[config.mk]
export PLATFORM = sky130hd
export DESIGN_NAME = axi_lite_slave
export DESIGN_NICKNAME = d
export VERILOG_FILES = /design/src/rtl/axi_lite_pkg.sv /design/src/rtl/axi_lite_regfile.sv /design/src/rtl/axi_lite_slave.sv
export SDC_FILE = /design/constraint.sdc
export NUM_CORES = 1
export LEC_CHECK = 0
export BUFFER_PORTS_ARGS = -buffer_cell sky130_fd_sc_hd__buf_2
export CAP_MARGIN = 20
export CORE_ASPECT_RATIO = 1.25
export CORE_MARGIN = 4
export CORE_UTILIZATION = 65
export DETAILED_ROUTE_END_ITERATION = 8
export PLACE_DENSITY = 0.92
export SYNTH_ARGS = -nofsm -noshare
export SYNTH_HDL_FRONTEND = slang
export SYNTH_SLANG_ARGS = --single-unit
[constraint.sdc]
create_clock -name clk -period 4.2 [get_ports clk]
set_input_delay 0.84 -clock clk [delete_from_list [all_inputs] [get_ports clk]]
set_output_delay 0.84 -clock clk [all_outputs]
set_load 0.1 [all_outputs]
[src/rtl/axi_lite_pkg.sv]
// rtl/axi_lite_pkg.sv - shared widths, response codes and channel state types for the AXI-Lite slave
package axi_lite_pkg;

    localparam int AXIL_ADDR_W = 32;
    localparam int AXIL_DATA_W = 32;

    typedef enum logic [1:0] {
        OKAY   = 2'b00,
        EXOKAY = 2'b01,
        SLVERR = 2'b10,
        DECERR = 2'b11
    } resp_t;

    typedef enum logic [1:0] {
        W_IDLE    = 2'b00,
        W_COLLECT = 2'b01,
        W_RESP    = 2'b10
    } write_state_t;

    typedef enum logic {
        R_IDLE = 1'b0,
        R_DATA = 1'b1
    } read_state_t;

endpackage

[src/rtl/axi_lite_regfile.sv]
// rtl/axi_lite_regfile.sv - register array, one write port, one asynchronous read port, reset to zero
module axi_lite_regfile #(
    parameter int DEPTH  = 16,
    parameter int DATA_W = 32,
    localparam int IDX_W = $clog2(DEPTH)
) (
    input  logic              clk,
    input  logic              rst_n,
    input  logic              we,
    input  logic [IDX_W-1:0]  waddr,
    input  logic [DATA_W-1:0] wdata,
    input  logic [IDX_W-1:0]  raddr,
    output logic [DATA_W-1:0] rdata
);
    logic [DATA_W-1:0] mem_q [DEPTH];
    logic [DATA_W-1:0] mem_d [DEPTH];

    always_comb begin
        mem_d = mem_q;
        if (we) begin
            mem_d[waddr] = wdata;
        end
    end

    always_ff @(posedge clk or negedge rst_n) begin
        if (!rst_n) begin
            for (int i = 0; i < DEPTH; i++) begin
                mem_q[i] <= '0;
            end
        end else begin
            mem_q <= mem_d;
        end
    end

    // Reads see the pre-edge contents, so a same-edge write never leaks into a read.
    assign rdata = mem_q[raddr];
endmodule

[src/rtl/axi_lite_slave.sv]
// rtl/axi_lite_slave.sv - AXI4-Lite register-bank slave with independent write and read channel FSMs
module axi_lite_slave
    import axi_lite_pkg::*;
#(
    parameter int ADDR_W = AXIL_ADDR_W,
    parameter int DATA_W = AXIL_DATA_W,
    parameter int DEPTH  = 16
) (
    input  logic              clk,
    input  logic              rst,
    input  logic              awvalid,
    output logic              awready,
    input  logic [ADDR_W-1:0] aw_addr,
    input  logic              wvalid,
    output logic              wready,
    input  logic [DATA_W-1:0] w_data,
    output logic              bvalid,
    input  logic              bready,
    output logic [1:0]        bresp,
    input  logic              arvalid,
    output logic              arready,
    input  logic [ADDR_W-1:0] ar_addr,
    output logic              rvalid,
    input  logic              rready,
    output logic [DATA_W-1:0] r_data,
    output logic [1:0]        rresp
);
    localparam int IDX_W = $clog2(DEPTH);

    write_state_t      w_state_q, w_state_d;
    logic              aw_cap_q, aw_cap_d;
    logic              w_cap_q, w_cap_d;
    logic [IDX_W-1:0]  aw_idx_q, aw_idx_d;
    logic [DATA_W-1:0] w_data_q, w_data_d;
    read_state_t       r_state_q, r_state_d;
    logic [DATA_W-1:0] r_data_q, r_data_d;

    logic              rf_we;
    logic [IDX_W-1:0]  rf_waddr;
    logic [DATA_W-1:0] rf_wdata;
    logic [DATA_W-1:0] rf_rdata;

    logic [IDX_W-1:0]  aw_addr_idx;
    logic [IDX_W-1:0]  ar_addr_idx;
    logic              aw_hs;
    logic              w_hs;
    logic              unused_addr_bits;

    // Word addressing: byte offset dropped, upper bits alias onto the bank.
    assign aw_addr_idx      = aw_addr[2 +: IDX_W];
    assign ar_addr_idx      = ar_addr[2 +: IDX_W];
    assign unused_addr_bits = ^{aw_addr[ADDR_W-1:IDX_W+2], aw_addr[1:0],
                                ar_addr[ADDR_W-1:IDX_W+2], ar_addr[1:0]};

    assign bvalid  = (w_state_q == W_RESP);
    assign awready = !aw_cap_q && !bvalid;
    assign wready  = !w_cap_q && !bvalid;
    assign bresp   = OKAY;
    assign aw_hs   = awvalid && awready;
    assign w_hs    = wvalid && wready;

    always_comb begin
        w_state_d = w_state_q;
        aw_cap_d  = aw_cap_q;
        w_cap_d   = w_cap_q;
        aw_idx_d  = aw_idx_q;
        w_data_d  = w_data_q;
        rf_we     = 1'b0;
        rf_waddr  = aw_cap_q ? aw_idx_q : aw_addr_idx;
        rf_wdata  = w_cap_q ? w_data_q : w_data;
        unique case (w_state_q)
            W_IDLE, W_COLLECT: begin
                if (aw_hs) begin
                    aw_idx_d = aw_addr_idx;
                    aw_cap_d = 1'b1;
                end
                if (w_hs) begin
                    w_data_d = w_data;
                    w_cap_d  = 1'b1;
                end
                // Commit as soon as both halves are held, whichever order they came in.
                if (aw_cap_d && w_cap_d) begin
                    rf_we     = 1'b1;
                    aw_cap_d  = 1'b0;
                    w_cap_d   = 1'b0;
                    w_state_d = W_RESP;
                end else if (aw_cap_d || w_cap_d) begin
                    w_state_d = W_COLLECT;
                end
            end
            W_RESP: begin
                if (bready) begin
                    w_state_d = W_IDLE;
                end
            end
            default: w_state_d = W_IDLE;
        endcase
    end

    assign rvalid  = (r_state_q == R_DATA);
    assign arready = !rvalid;
    assign r_data  = r_data_q;
    assign rresp   = OKAY;

    always_comb begin
        r_state_d = r_state_q;
        r_data_d  = r_data_q;
        if (r_state_q == R_IDLE) begin
            if (arvalid) begin
                r_data_d  = rf_rdata;
                r_state_d = R_DATA;
            end
        end else if (rready) begin
            r_state_d = R_IDLE;
        end
    end

    always_ff @(posedge clk or negedge rst) begin
        if (!rst) begin
            w_state_q <= W_IDLE;
            aw_cap_q  <= 1'b0;
            w_cap_q   <= 1'b0;
            aw_idx_q  <= '0;
            w_data_q  <= '0;
            r_state_q <= R_IDLE;
            r_data_q  <= '0;
        end else begin
            w_state_q <= w_state_d;
            aw_cap_q  <= aw_cap_d;
            w_cap_q   <= w_cap_d;
            aw_idx_q  <= aw_idx_d;
            w_data_q  <= w_data_d;
            r_state_q <= r_state_d;
            r_data_q  <= r_data_d;
        end
    end

    axi_lite_regfile #(
        .DEPTH  (DEPTH),
        .DATA_W (DATA_W)
    ) u_regfile (
        .clk   (clk),
        .rst_n (rst),
        .we    (rf_we),
        .waddr (rf_waddr),
        .wdata (rf_wdata),
        .raddr (ar_addr_idx),
        .rdata (rf_rdata)
    );
endmodule

==> out/qor.csv <==
stage;metric;value;unit
run_status;status;finished clean;
timing;Slew Viols, Final;0;
power_and_ir_drop;Pleak;13.75;nW
clocking;Clock Latency Late Sink;0.59;ns
routing;DRT Pass-1 Iters;7;
worst_setup_path;Critical Path End Type;flop;
timing;min Tclk post-route;3.198;ns
synthesis;Synth warnings;0;
synthesis;asr flop ratio synth;1.000;
synthesis;Synth top area share;0.5539;
timing;Worst Tran Pin Value;1.129;ns
worst_setup_path;kind of critical path;flop to flop;
worst_setup_path;CP Cell Sequence;o32ai_1, nand3_2, buf_4, mux2_2;
clocking;Clock Sinks;585;
floorplan;row count;82;
synthesis;Post-synth EDFFs;0;
synthesis;Syn Inst Count;1941;
timing;Max-Slew Margin vs Limit;0.2459;
floorplan;IO Pins;144;
power_and_ir_drop;power after layout;21.43;mW
worst_setup_path;Crit path largest cell delay;0.90;ns
synthesis;Area contributors post-synth;dfrtp_1, mux2_2, mux2i_1;
routing;Routed wire per std cell;26.00;um
routing;routed wire length;66550;um
global_routing;first-pass GRT wire length;103800;um
final_layout;# diodes;0;
floorplan;Starting Density;0.6588;
final_layout;fin util;0.7306;
global_routing;largest net degree at the start of global routing;113;
routing;total number of vias;16869;
synthesis;count of different cell masters after synthesis;30;
global_routing;initial antenna violation count;0;
timing;final period utilization;0.7615;
synthesis;Seq/Total Area, Yosys;0.5539;
worst_setup_path;startpoint types;flop;
clocking;hold buffers post-CTS;0;
clocking;number of CTS-inserted buffers;54;
routing;Routed Antenna Nets;0;
timing;RSZ-0062 raised after global routing;no;
floorplan;CORE AREA;40120;um2
placement;Detail Placement HPWL;36770;um
worst_setup_path;CP arrival;3.68;ns
global_routing;GRT Total Usage;0.3026;
synthesis;Netlist Area Pre-Place;26430;um2
floorplan;Die Width;188.4;um
min_path;Hold Crit Class;input port to async pin;
global_routing;global route total overflow;0;
routing;First DRT Iteration DRCs;1562;
worst_setup_path;crit path max fanout;20;
timing;f_max;0.3127;GHz
clocking;Root Driver;clkbuf_16;
clocking;PostCTS Resize Cnt;0;
global_routing;number of global-route vias before repair;18190;
placement;I/O Buffers;83;
worst_setup_path;Crit-path slowest cell;nand3_2;
clocking;TritonCTS clock tree;yes;
synthesis;post-synth top area cell;dfrtp_1;
routing;DR vias/cell;6.592;
synthesis;Synth Area per Inst;13.62;um2
clocking;setup bufs post-CTS;0;
final_layout;Area growth, synth to finish;10.90;%
worst_setup_path;worst endpoint required time;4.68;ns
power_and_ir_drop;Power Dens Cells;731.2;nW/um2
power_and_ir_drop;peak supply drop;454.3;uV
clocking;clock tree buffer depth;3;
routing;DRC;0;
timing;Finish-stage setup viols;0;
flow_run;max-cap violations;0;
timing;final hold vios;0;
final_layout;layout cells sized above 1;0.4078;
timing;Final TNS setup;0;ns
placement;RePlAce Congestion;0.7834;
synthesis;most frequently used flop master after synthesis;dfrtp_1;
floorplan;Die ar.;43970;um2
synthesis;flops & latches, synth;585;
timing;clock skew;0.01947;ns
final_layout;fill cell count;2294;
clocking;CTS clock-pin slew for the worst setup and hold paths;0.07;ns
floorplan;Die H;233.4;um
clocking;H-tree depth;2;
final_layout;Layout Nets;2074;
## cells by family (layout without fill, tap and decap cells)
logic type	Yosys count	after routing	share of synthesized area
other	1	4	0.0001419
buffers and inverters	172	241	0.02812
multiplexers	834	834	0.3432
AND/OR/NAND/NOR	229	229	0.04071
flip-flops	585	585	0.5539
AO/OA/AOI/OAI	120	120	0.03390
## state kept, by name, summed over array words and instances (netlist names)
name	count
w_cap_q	1
u_regfile.mem_q	512
rvalid	1
r_data	32
w_state_q	2
aw_idx_q	4
w_data_q	32
aw_cap_q	1
## cells in the mapped netlist, types with 3 or more instances
library cell	instances
o32ai_1	6
a21oi_1	10
nand2_1	94
and3_1	5
o21ai_0	4
nand3_1	83
buf_6	3
nand4_1	22
nor2b_1	7
buf_4	4
mux2_2	570
buf_2	46
buf_1	35
dfrtp_1	585
clkbuf_1	75
nor2_1	8
mux2i_1	256
mux2_1	8
a22oi_1	96
nand2b_1	3
inv_1	7
## final timing paths
check	from	endpoint	slack, ns	cells past startpoint
worst max-delay path	aw_cap_q	u_regfile.mem_q[157]	1.00	4
worst min-delay path	rst	u_regfile.mem_q[104]	0.29	1
worst max register to register	aw_cap_q	u_regfile.mem_q[157]	1.00	4
worst min register to register	r_data[8]	r_data[8]	0.48	2
max in group asynchronous	rst	u_regfile.mem_q[268]	2.57	2
min in group clk	rready	rvalid	0.45	2
## cell usage in the layout (no fill, tap or decap), drive strengths merged, types with 3 or more instances in the layout
cell type / instances
a21oi: 10
a22oi: 96
and3: 5
buf: 136
clkbuf: 80
clkinv: 14
conb: 4
dfrtp: 585
inv: 9
mux2: 578
mux2i: 256
nand2: 94
nand2b: 3
nand3: 83
nand4: 22
nor2: 8
nor2b: 7
o21ai: 4
o32ai: 6
## report_power, final
part	total, mW	internal, mW	switching [mW]
registers	9.74	8.24	1.50
clock network	4.90	2.79	2.11
logic	6.79	3.05	3.74
## cell type report
class                   count  area, um2  area share
well taps                 546      683.2     0.02331
multi-input cells        1187      11150      0.3806
clock inverters            18      151.4    0.005165
flip-flops and latches    585      14640      0.4995
clock buffers              80       1620     0.05528
repair buffers            136       1033     0.03526
inverters                   7      26.28   0.0008965
## per-stage QoR
stage	area [um2]	hold WS, ns	setup slack (ns)	std cells
after global placement	27540	0.4627	0.8994	2461
after floorplan	26440	0.4574	0.4107	1944
after global routing	29310	0.3669	0.9829	2559
final	29310	0.2889	1.002	2559
after detailed placement	27540	0.4640	0.7614	2461
after CTS	29310	0.3355	1.094	2559
## critical path: cells and delay by family (launching register included)
kind	cells	cell delay [ns]
and+or+nand+nor	1	0.90
AOI/OAI and AO/OA	1	0.79
DFF	1	0.56
buffers and inverters	1	0.51
muxes	1	0.32
## per-layer routing
layer  wire length (um)  vias to the layer above  global-route usage
met3               4316                      227             0.05516
met1              25490                     8841              0.3779
met4               3311                        0              0.1513
met2              33430                      700              0.5122
met5                  0                        -                   0
li1                   -                     7101                   -
(Power assumes the default switching activity.)
